==> config.mk <==
export PLATFORM = sky130hd
export DESIGN_NAME = mem_port_arbiter
export DESIGN_NICKNAME = d
export VERILOG_FILES = /design/src/rtl/mem_arb_pkg.sv /design/src/rtl/rr_arb2.sv /design/src/rtl/mem_port_arbiter.sv
export SDC_FILE = /design/constraint.sdc
export NUM_CORES = 1
export LEC_CHECK = 0
export CAP_MARGIN = 15
export CORE_AREA = 2 2 256 258
export CTS_CLUSTER_SIZE = 12
export DETAILED_ROUTE_END_ITERATION = 6
export DIE_AREA = 0 0 258 260
export SLEW_MARGIN = 20
export SYNTH_ARGS = -nofsm -noshare
export SYNTH_HDL_FRONTEND = slang
export SYNTH_SLANG_ARGS = --single-unit
==> constraint.sdc <==
create_clock -name clk -period 2.3 [get_ports clk]
set_clock_uncertainty 0.05 [all_clocks]
set_input_delay 0.23 -clock clk [delete_from_list [all_inputs] [get_ports clk]]
set_output_delay 0.23 -clock clk [all_outputs]
set_load 0.01 [all_outputs]
==> src/rtl/mem_arb_pkg.sv <==
// rtl/mem_arb_pkg.sv - shared types for the memory port arbiter
package mem_arb_pkg;

    typedef enum logic [2:0] {
        IDLE    = 3'd0,
        RD_I    = 3'd1,
        RD_D    = 3'd2,
        WR_REQ  = 3'd3,
        WR_WAIT = 3'd4
    } arb_state_t;

    typedef enum logic {
        REQ_I = 1'b0,
        REQ_D = 1'b1
    } req_id_t;

endpackage

==> src/rtl/rr_arb2.sv <==
// rtl/rr_arb2.sv - stateless 2-way round-robin picker
// Ports:
//   req  [1:0]  requests (bit 0 = fetch, bit 1 = data)
//   last        requester granted most recently
//   en          picker enable; no grant when low
//   gnt  [1:0]  one-hot grant (or zero)
module rr_arb2
    import mem_arb_pkg::*;
(
    input  logic [1:0] req,
    input  req_id_t    last,
    input  logic       en,
    output logic [1:0] gnt
);

    always_comb begin
        gnt = 2'b00;
        if (en) begin
            // On a tie the requester that did not win last time goes first.
            if (req == 2'b11) begin
                gnt = (last == REQ_D) ? 2'b01 : 2'b10;
            end else begin
                gnt = req;
            end
        end
    end

endmodule

==> src/rtl/mem_port_arbiter.sv <==
// rtl/mem_port_arbiter.sv - one-outstanding arbiter sharing a memory port between fetch and data
// Ports:
//   clk, reset                      clock, synchronous active-high reset
//   I_R_*                           fetch read request / completion
//   D_R_*                           data read request / completion
//   D_W_*                           data write request / completion
//   M_R_*                           downstream read channel
//   M_W_*                           downstream write channel
module mem_port_arbiter
    import mem_arb_pkg::*;
#(
    parameter int ADDR_WIDTH = 64,
    parameter int DATA_WIDTH = 64
) (
    input  logic                  clk,
    input  logic                  reset,
    input  logic [ADDR_WIDTH-1:0] I_R_ADDR,
    input  logic                  I_R_ADDR_VALID,
    output logic [DATA_WIDTH-1:0] I_R_DATA,
    output logic                  I_R_DATA_VALID,
    input  logic [ADDR_WIDTH-1:0] D_R_ADDR,
    input  logic                  D_R_ADDR_VALID,
    output logic [DATA_WIDTH-1:0] D_R_DATA,
    output logic                  D_R_DATA_VALID,
    input  logic [ADDR_WIDTH-1:0] D_W_ADDR,
    input  logic [DATA_WIDTH-1:0] D_W_DATA,
    input  logic [1:0]            D_W_SIZE,
    input  logic                  D_W_VALID,
    output logic                  D_W_COMPLETE,
    output logic [ADDR_WIDTH-1:0] M_R_ADDR,
    output logic                  M_R_ADDR_VALID,
    input  logic [DATA_WIDTH-1:0] M_R_DATA,
    input  logic                  M_R_DATA_VALID,
    output logic [ADDR_WIDTH-1:0] M_W_ADDR,
    output logic [DATA_WIDTH-1:0] M_W_DATA,
    output logic [1:0]            M_W_SIZE,
    output logic                  M_W_VALID,
    input  logic                  M_W_READY,
    input  logic                  M_W_COMPLETE
);

    arb_state_t state;
    req_id_t    rr_last;
    logic       masked_i;
    logic       masked_d;
    logic       pend_i;
    logic       pend_d;
    logic [1:0] gnt;
    logic       w_accept;
    logic       wr_done;

    // A requester that just completed is hidden for one IDLE cycle so it
    // has time to drop its held valid before it could be granted again.
    assign pend_i = I_R_ADDR_VALID & ~masked_i;
    assign pend_d = (D_W_VALID | D_R_ADDR_VALID) & ~masked_d;

    rr_arb2 u_rr_arb2 (
        .req  ({pend_d, pend_i}),
        .last (rr_last),
        .en   (state == IDLE),
        .gnt  (gnt)
    );

    assign w_accept = (state == WR_REQ) & M_W_VALID & M_W_READY;
    // A completion coinciding with acceptance counts as the completion.
    assign wr_done  = ((state == WR_WAIT) | w_accept) & M_W_COMPLETE;

    // Responses are forwarded only to the owner of the outstanding read;
    // anything arriving in another state is dropped.
    assign I_R_DATA_VALID = (state == RD_I) & M_R_DATA_VALID;
    assign D_R_DATA_VALID = (state == RD_D) & M_R_DATA_VALID;
    assign I_R_DATA       = I_R_DATA_VALID ? M_R_DATA : '0;
    assign D_R_DATA       = D_R_DATA_VALID ? M_R_DATA : '0;
    assign D_W_COMPLETE   = wr_done;

    always_ff @(posedge clk) begin
        if (reset) begin
            state          <= IDLE;
            rr_last        <= REQ_D;
            masked_i       <= 1'b0;
            masked_d       <= 1'b0;
            M_R_ADDR       <= '0;
            M_R_ADDR_VALID <= 1'b0;
            M_W_ADDR       <= '0;
            M_W_DATA       <= '0;
            M_W_SIZE       <= 2'b00;
            M_W_VALID      <= 1'b0;
        end else begin
            case (state)
                IDLE: begin
                    masked_i <= 1'b0;
                    masked_d <= 1'b0;
                    if (gnt[0]) begin
                        rr_last        <= REQ_I;
                        state          <= RD_I;
                        M_R_ADDR       <= I_R_ADDR;
                        M_R_ADDR_VALID <= 1'b1;
                    end else if (gnt[1]) begin
                        rr_last <= REQ_D;
                        // A pending data write is issued ahead of a pending data read.
                        if (D_W_VALID) begin
                            state     <= WR_REQ;
                            M_W_ADDR  <= D_W_ADDR;
                            M_W_DATA  <= D_W_DATA;
                            M_W_SIZE  <= D_W_SIZE;
                            M_W_VALID <= 1'b1;
                        end else begin
                            state          <= RD_D;
                            M_R_ADDR       <= D_R_ADDR;
                            M_R_ADDR_VALID <= 1'b1;
                        end
                    end
                end
                RD_I, RD_D: begin
                    if (M_R_DATA_VALID) begin
                        M_R_ADDR_VALID <= 1'b0;
                        state          <= IDLE;
                        if (state == RD_I) masked_i <= 1'b1;
                        else               masked_d <= 1'b1;
                    end
                end
                WR_REQ: begin
                    if (w_accept) begin
                        M_W_VALID <= 1'b0;
                        if (M_W_COMPLETE) begin
                            state    <= IDLE;
                            masked_d <= 1'b1;
                        end else begin
                            state <= WR_WAIT;
                        end
                    end
                end
                WR_WAIT: begin
                    if (M_W_COMPLETE) begin
                        state    <= IDLE;
                        masked_d <= 1'b1;
                    end
                end
                default: state <= IDLE;
            endcase
        end
    end

endmodule

==> key figures <==
Floorplanning
  • Core area: 64100 um2
  • Site Rows: 93
  • Die height: 260 um
  • Die ar.: 67100 um2
  • Starting density of the core: 13.1%
  • Io pins: 657
  • Die width: approximately 260 um

Layout
  • Synthesis-to-finish area growth: 104%
  • Post-route cell area: 17100 um2
  • Most common cell after layout, fill and taps aside: clkdlybuf4s50_1
  • Fraction of layout cells with a size suffix above 1: 14.9%
  • Fill cell count: between 6000 and 7000
  • Most frequent cells in the layout: clkdlybuf4s50_1 (524), nand2_1 (266), dfxtp_1 (199)
  • Util after Layout: around a quarter
  • Fin nets: 2054

Place
  • DPL Wire Length: 31400 um
  • GP Congestion: about 0.91
  • DP Area: roughly 16000 um2
  • Port Buffer Count: 656

Status
  • Status: completed

Clock network
  • Clock Sinks: 202
  • CTS clock-pin slew for the worst setup and hold paths: 0.06 ns
  • Clock Latency Late Sink: 0.55 ns
  • CTS tree: built
  • Num CTS Buffers: 24
  • CTS Buffer Depth: 3
  • H-tree depth: 1
  • Root Buffer: clkbuf_16

Global routing
  • First-pass GRT wire length: 61000 um
  • Number of global-route vias before repair: 10500
  • Largest net degree at the start of global routing: 69
  • All-Layer GR Usage: a little under an eighth
  • Total global routing overflow: 0
  • Initial antenna violation count: 3

Timing
  • Period utilization: 97.9%
  • Setup_tns: 0 ns
  • Upper clock frequency limit: roughly 440 MHz
  • RSZ-0062 raised after global routing: true
  • Pins Over Slew Limit: 0
  • Final Hold Vio Count: 0
  • Post-layout min period: 2.25 ns
  • Final setup viols: 0
  • Max-slew headroom: 61.0%
  • Worst-Margin Slew: 0.583 ns

Worst setup path
  • Crit path cell chain: buf_6, buf_6, nor2_4, and3_4, buf_8, clkbuf_16, and2_4, buf_6
  • CP Capture Type: output port
  • CP Launch Type: flop
  • Worst path slowest cell: dfxtp_2
  • Worst Path Buf+Inv: 5
  • CP peak stage delay: roughly 0.33 ns
  • CP most frequent cell: buf_6
  • Family with the most delay on the worst path: buffers and inverters
  • Setup Crit Path Kind: flop to output port
  • Worst Path Arrival: 1.97 ns
  • Worst-path maximum fanout: 8
  • CP required: ~2.0 ns

Yosys
  • Main combinational cell family by area after synthesis: simple AND/OR/NAND/NOR gates
  • Synth cell types: 34
  • Number of synthesized flops with an enable pin: 0
  • FF+latch count, synth: 202
  • Adder-Cell Fraction of Synth Area: 0%
  • Mean Syn Cell Area: between 7 and 8 um2
  • Mapped Area: 8410 um2
  • Post-Syn Nets: 1407
  • Cell taking the most area after synthesis: dfxtp_1
  • Syn Inst Count: 1077
  • Main synth FF type: dfxtp_1
  • XOR/XNOR share of the synthesized area: 0.104%
  • Yosys warns: 0
  • Compound-gate portion of the synthesized area: roughly a fifth
  • Post-synth ARST share: 0%
  • Area contributors post-synth: dfxtp_1 (48%), nand2_1 (12%), and2_1 (9.6%)
  • Multiplexer area fraction after synthesis: 0%
  • Sequential area share after synthesis: 48.1%
  • Synth Area in Simple Gates: 26.7%
  • Post-synth top area share: 48.1%

Drt
  • Routed vias/inst: between 3 and 4
  • DR vias: 10300
  • DR iter-0 viols: 557
  • Routed Antenna Nets: 0
  • WL final: 42400 um
  • WL/cell: 16.3 um
  • Post-route DRC violation count: 0
  • DR pass1 iterations: 5

Power and ir drop
  • Cell area power density: 844 nW/um2
  • Maximum VDD drop: approximately 0.47 mV
  • Total power: 14.5 mW
  • Leakage Power: between 6 and 7 nW

Hold path
  • Worst hold-check path type: input pin to flop

Flow run
  • Max cap viols: 0
## cells by family after synthesis
| logic type | count (synthesis) |
|---|---|
| and+or+nand+nor | 481 |
| AOI/OAI and AO/OA | 282 |
| DFF | 202 |
| buffers and inverters | 111 |
| xor gates and xnor gates | 1 |
## per-layer routing
layer  GRT usage (%)  wire (um)
met5               0         26
met1            12.3      15800
met3            3.34       3620
met2            21.4      21600
met4            4.58       1430
## through the flow
step | cells | hold slack (ns) | setup slack (ns)
floorplan | 1077 | 0.256 | 0.257
global placement | 2527 | 0.392 | 0.0341
detailed placement | 2527 | 0.397 | -0.0187
CTS | 2590 | 0.0751 | -0.146
global route | 2594 | 0.0971 | -0.0527
finish | 2595 | 0.0993 | 0.0472
## area by class of cell
type | instances | area (um2) | share of cell area (%)
repair buffers | 727 | 7190 | 42.0
flip-flops and latches | 202 | 4050 | 23.6
multi-input cells | 764 | 4040 | 23.6
well taps | 855 | 1070 | 6.24
clock buffers | 35 | 692 | 4.04
clock inverters | 6 | 72.6 | 0.423
inverters | 5 | 23.8 | 0.139
diodes | 1 | 2.50 | 0.0146
## power breakdown
group,switching (mW),leakage (nW),total (mW),internal [mW]
combinational,3.01,4.52,6.18,3.18
clock,1.51,0.378,3.71,2.19
sequential,0.377,1.66,4.57,4.20
total,4.90,6.56,14.5,9.57
## final timing paths
path                                     end  slack, ns  depth (start not counted)    startpoint
worst min register to register  M_W_DATA[32]       0.40                          2  M_W_DATA[32]
worst max register to register  M_W_DATA[25]       0.13                          6      state[2]
worst min-delay path            M_W_ADDR[22]        0.1                          2         reset
worst max-delay path            I_R_DATA[17]       0.05                          8      state[1]
## repair_timing
item / CTS / global route
setup buffers: 15 / 7
setup endpoints to repair: 131 / 118
resized for setup: 430 / 102
pin swaps: 3 / 29
hold buffers: 0 / 0
cloned: 7 / 2
## flip-flops by register name (all words and copies together), names as in the netlist
name and cells:
M_W_ADDR 64, rr_last 1, M_W_VALID 1, M_W_SIZE 2, M_W_DATA 64, M_R_ADDR_VALID 1, masked_i 1, M_R_ADDR 64
state 3, masked_d 1
## Yosys cell counts (all sizes together) (2+ instances only)
master and n:
nand2 267, dfxtp 202, a21oi 134, and2 129, clkbuf 76, nor3 68
a31oi 65, o22ai 64, buf 30, nor2 7, inv 5, o21ai 5
a211o 3, nand3 2, o2111ai 2, or3 2
Note: power is estimated with default switching activity, not from simulation.
